[config.mk]
export PLATFORM = sky130hd
export DESIGN_NAME = fwd_hazard_unit
export DESIGN_NICKNAME = d
export VERILOG_FILES = /design/src/rtl/fwd_hazard_unit.sv
export SDC_FILE = /design/constraint.sdc
export NUM_CORES = 1
export LEC_CHECK = 0
export CAP_MARGIN = 10
export CORE_AREA = 2 2 129 131
export DETAILED_ROUTE_END_ITERATION = 12
export DIE_AREA = 0 0 131 133
export PLACE_DENSITY = 0.69
export SYNTH_ARGS = -nofsm -noshare
export SYNTH_HDL_FRONTEND = slang
export SYNTH_SLANG_ARGS = --single-unit
[constraint.sdc]
create_clock -name clock -period 3.6 [get_ports clock]
set_clock_uncertainty 0.1 [all_clocks]
set_input_delay 0.72 -clock clock [delete_from_list [all_inputs] [get_ports clock]]
set_output_delay 0.72 -clock clock [all_outputs]
set_load 0.005 [all_outputs]
[src/rtl/fwd_hazard_unit.sv]
// Operand forwarding and load-use hazard unit for the ID/EX stage of the NPC pipeline.
// Optional perf counters are enabled by defining FWD_HAZARD_PERF_EN.
module fwd_hazard_unit #(
    parameter int XLEN = 32,
    parameter int RAW  = 5,
    parameter int NSRC = 2,
    parameter int CNTW = 32
) (
    input  logic                 clock,
    input  logic                 rst_n,
    input  logic                 flush_i,
    input  logic [NSRC*RAW-1:0]  id_rs_i,
    input  logic [NSRC-1:0]      id_rs_en_i,
    input  logic [NSRC*XLEN-1:0] rf_data_i,
    input  logic [RAW-1:0]       ex_rd_i,
    input  logic                 ex_wen_i,
    input  logic                 ex_is_load_i,
    input  logic [XLEN-1:0]      ex_data_i,
    input  logic [RAW-1:0]       ls_rd_i,
    input  logic                 ls_wen_i,
    input  logic                 ls_is_load_i,
    input  logic [XLEN-1:0]      ls_data_i,
    input  logic                 ls_rvalid_i,
    input  logic [RAW-1:0]       wb_rd_i,
    input  logic                 wb_wen_i,
    input  logic [XLEN-1:0]      wb_data_i,
    output logic [NSRC*XLEN-1:0] opnd_o,
    output logic [NSRC*2-1:0]    fwd_sel_o,
    output logic                 stall_o,
    output logic                 bubble_o,
    output logic [CNTW-1:0]      stall_cycles_o,
    output logic [CNTW-1:0]      ld_stalls_o
);

    typedef enum logic {
        RUN    = 1'b0,
        LDWAIT = 1'b1
    } state_t;

    state_t          state;
    logic [RAW-1:0]  pend_rd;
    logic [RAW-1:0]  rs;
    logic            ex_hit;
    logic            ls_hit;
    logic            wb_hit;
    logic            ex_load_hit;
    logic            ls_load_miss;
    logic            stall_hit;
    logic            stall;

    // A loaded value that is not yet available is skipped so a lower-priority
    // stage may still be selected; the consumer ignores it while stalled anyway.
    always_comb begin
        opnd_o       = rf_data_i;
        fwd_sel_o    = '0;
        ex_load_hit  = 1'b0;
        ls_load_miss = 1'b0;
        rs           = '0;
        ex_hit       = 1'b0;
        ls_hit       = 1'b0;
        wb_hit       = 1'b0;
        for (int k = 0; k < NSRC; k++) begin
            rs     = id_rs_i[k*RAW +: RAW];
            ex_hit = id_rs_en_i[k] && (rs != '0) && ex_wen_i && (ex_rd_i == rs);
            ls_hit = id_rs_en_i[k] && (rs != '0) && ls_wen_i && (ls_rd_i == rs);
            wb_hit = id_rs_en_i[k] && (rs != '0) && wb_wen_i && (wb_rd_i == rs);
            if (ex_hit && !ex_is_load_i) begin
                fwd_sel_o[k*2 +: 2]  = 2'd1;
                opnd_o[k*XLEN +: XLEN] = ex_data_i;
            end else if (ls_hit && (!ls_is_load_i || ls_rvalid_i)) begin
                fwd_sel_o[k*2 +: 2]  = 2'd2;
                opnd_o[k*XLEN +: XLEN] = ls_data_i;
            end else if (wb_hit) begin
                fwd_sel_o[k*2 +: 2]  = 2'd3;
                opnd_o[k*XLEN +: XLEN] = wb_data_i;
            end
            ex_load_hit  = ex_load_hit  | (ex_hit && ex_is_load_i);
            ls_load_miss = ls_load_miss | (ls_hit && ls_is_load_i && !ls_rvalid_i);
        end
    end

    assign stall_hit = ex_load_hit | ls_load_miss;

    // Reset is folded in so the stall drops the instant reset is asserted.
    always_comb begin
        stall = 1'b0;
        if (rst_n && !flush_i) begin
            if (state == RUN) stall = stall_hit;
            else              stall = !ls_rvalid_i;
        end
    end

    assign stall_o  = stall;
    assign bubble_o = stall;

    always_ff @(posedge clock or negedge rst_n) begin
        if (!rst_n) begin
            state   <= RUN;
            pend_rd <= '0;
        end else if (flush_i) begin
            state   <= RUN;
            pend_rd <= '0;
        end else begin
            case (state)
                RUN: begin
                    if (stall_hit) begin
                        state   <= LDWAIT;
                        pend_rd <= ex_load_hit ? ex_rd_i : ls_rd_i;
                    end
                end
                LDWAIT: begin
                    if (ls_rvalid_i && (ls_rd_i == pend_rd)) state <= RUN;
                end
                default: state <= RUN;
            endcase
        end
    end

`ifndef SYNTHESIS
    // A response for a different register while waiting means the LSU and pipeline disagree.
    always_ff @(posedge clock) begin
        if (rst_n && !flush_i && (state == LDWAIT) && ls_rvalid_i)
            assert (ls_rd_i == pend_rd);
    end
`endif

`ifdef FWD_HAZARD_PERF_EN
    logic [CNTW-1:0] stall_cnt;
    logic [CNTW-1:0] ld_cnt;

    always_ff @(posedge clock or negedge rst_n) begin
        if (!rst_n) begin
            stall_cnt <= '0;
            ld_cnt    <= '0;
        end else begin
            if (stall && (stall_cnt != '1))
                stall_cnt <= stall_cnt + 1'b1;
            if ((state == RUN) && !flush_i && stall_hit && (ld_cnt != '1))
                ld_cnt <= ld_cnt + 1'b1;
        end
    end

    assign stall_cycles_o = stall_cnt;
    assign ld_stalls_o    = ld_cnt;
`else
    assign stall_cycles_o = '0;
    assign ld_stalls_o    = '0;
`endif

endmodule

==> metrics <==
Die ar.=17400 µm²; DRT antenna net count=0; Worst Setup End Kind=output port; syn_area_per_cell=7.79 µm²; global-route wire length before repair=24600 µm; via count=4555; Arr. time, crit path=2740 ps; largest net degree at the start of global routing=20; worst setup margin=38.8 ps; crit-path cells=buf_6 -> or4_4 -> o21a_4 -> buf_6 -> nand4_4 -> buf_8 -> buf_6 -> buf_6 -> mux2_4 -> mux2i_1 -> o21ai_1 -> buf_2; Final HPWL DP=12100 µm; IO Port Bufs=265; Slew Limit Fails=0; Syn Std Cell Area=3540 µm²; DRC violations left=0; core area=16200 µm²; yosys warns=0; Final Hold Vio Count=0; synthesized flop and latch total=6; area leader, netlist=mux2_2; post-layout minimum cycle time=3560 ps; first drt pass iteration count=4; FF/Latch Area=150 µm²; Synth Flop Type=dfrtp_1; die height=133 µm; Max Clock Freq=281 MHz; Die X=131 µm; Clk pin slew, worst setup/hold paths=30 ps; P per Cell Area=111 nW/µm²; root buf cell=clkbuf_16; clk_lat worst skew=230 ps; sequential share of the synthesized area=0.0424; dpl ws=-628 ps; Critical Path RT=2780 ps; top-area cell type share of the netlist area=0.204; Leak=3.54 nW; Largest stage delay, worst path=530 ps; vias in the first global route=4493; H-tree Lvls=1; most frequent CP cell=buf_6; number of synthesized flops with an enable pin=0; kind of critical path=input pin to output port; Initial Util=0.219; Syn Inst Count=454; worst-path maximum fanout=6; share of layout cells above drive strength 1=0.374; Top Ports=330; peak supply drop=0.313 mV; gpl congestion=0.825; routed length per instance=17.1 µm; Hold-fix buffers, CTS=0; CTS Buf Count=3; Multi-input gate area=3150 µm²; CP max stage cell=or4_4; vias per std cell=4.41; # rows=47; CTS tree=done; n_diodes=0; RSZ-0062 raised after global routing=yes; Synth area leaders=mux2_2 20%, mux2i_1 18%, buf_4 15%; Total GRT Usage=0.182; Pwr Total=0.828 mW; status=completed; CP Launch Type=input pin; post-synthesis cell type count=40; drt initial violations=166; fill cell count=1614; max-cap viol count=0; grt ovf=0; Area Overhead vs Synth=112%; routed wire length=17600 µm; worst hold path class=flop to flop; NumNets Final=1010; fraction of registers with async set or reset after synthesis=1.00; Final Cycle Share=0.989; # setup viols final=0; CTS max path bufs=2; antenna violations before repair=0; CTS sink count=6
[metal layers]
metal | part of all wire | global-route usage
met5 | 0 | 0
met4 | 0.011 | 0.0343
met3 | 0.068 | 0.0222
met2 | 0.52 | 0.346
met1 | 0.40 | 0.215
[where the power goes]
part	internal, mW	switching [mW]	total (mW)	leakage [nW]
Clock	0.142	0.0361	0.178	0.0370
Combinational	0.361	0.210	0.571	3.43
Sequential	0.0741	0.00456	0.0786	0.0732
Total	0.577	0.251	0.828	3.54
[final cells by class]
type | instances | area share
Timing Repair Buffer | 386 | 0.509
Multi-Input combinational cell | 410 | 0.420
Tap cell | 220 | 0.0368
Sequential cell | 6 | 0.0201
Clock buffer | 3 | 0.0100
Inverter | 7 | 0.00351
[metrics by stage]
step	cells	util	hold WS, ps	area [µm²]	setup TNS (ps)
after global routing	1032	0.463	488	7490	-176
after floorplan	517	-	324	3770	0
after global placement	974	0.410	431	6640	-36250
after detailed placement	974	0.410	445	6640	-36620
after CTS	1028	0.461	456	7450	-46.5
final	1032	0.463	449	7490	0
[cells in the mapped netlist, types with 6 or more instances]
cell       n
buf_4     71
o21ai_1   58
dfrtp_1    6
nor4_1     6
nor2_1     7
mux2i_1   64
clkbuf_1  10
xnor2_1   11
buf_12     6
nand2_1   65
xor2_1    24
inv_1      6
a21oi_1    6
o21ai_0   11
mux2_2    64
[final timing paths]
path / end / startpoint / depth (start not counted) / slack, ps
worst max-delay path: opnd_o[18] / id_rs_i[1] / 12 / 40
worst min-delay path: pend_rd[1] / pend_rd[1] / 2 / 450
worst max register to register: pend_rd[0] / state / 3 / 2120
worst min register to register: pend_rd[1] / pend_rd[1] / 2 / 450
max in group asynchronous: pend_rd[4] / rst_n / 1 / 2530
min in group asynchronous: state / rst_n / 1 / 640
[critical path, delay by kind of cell]
| kind | cells | cell delay, ps |
|---|---|---|
| muxes | 2 | 420 |
| and+or+nand+nor | 2 | 600 |
| AOI/OAI and AO/OA | 2 | 290 |
| buffers and inverters | 6 | 690 |
[flip-flops by register name, summed over array words and instances (netlist names)]
signal   flops
pend_rd      5
state        1
[cells by family (layout without fill, tap and decap cells)]
kind of cell	count (synthesis)	count (layout)	synth area share
other cells	1	64	0.00106
simple gates	94	94	0.123
mux	128	128	0.385
xor+xnor	35	35	0.0867
flops	6	6	0.0424
compound gates	89	89	0.146
buf+inv	101	396	0.216
[what timing repair did]
action,CTS,global route
pin swaps,47,35
gates cloned,11,2
setup buffers,43,5
endpoints found under the setup margin,70,68
gates resized for setup,357,60
[cell usage in the layout (no fill, tap or decap), drive strengths merged, types with 2 or more instances in the layout]
master           n
xor2            24
inv              6
bufbuf           2
nand4b           2
mux2i           64
dlygate4sd2     12
clkbuf          18
dfrtp            6
nand4            4
nand2b           2
a21oi            6
xnor2           11
dlymetal6s2s     2
conb            64
o21ai           70
a21o             2
nor4             6
mux2            64
nand2           66
a222oi           5
clkdlybuf4s15    9
clkdlybuf4s50  170
or4              2
nor2             7
buf            176
Power figures use the tool's default switching activity.
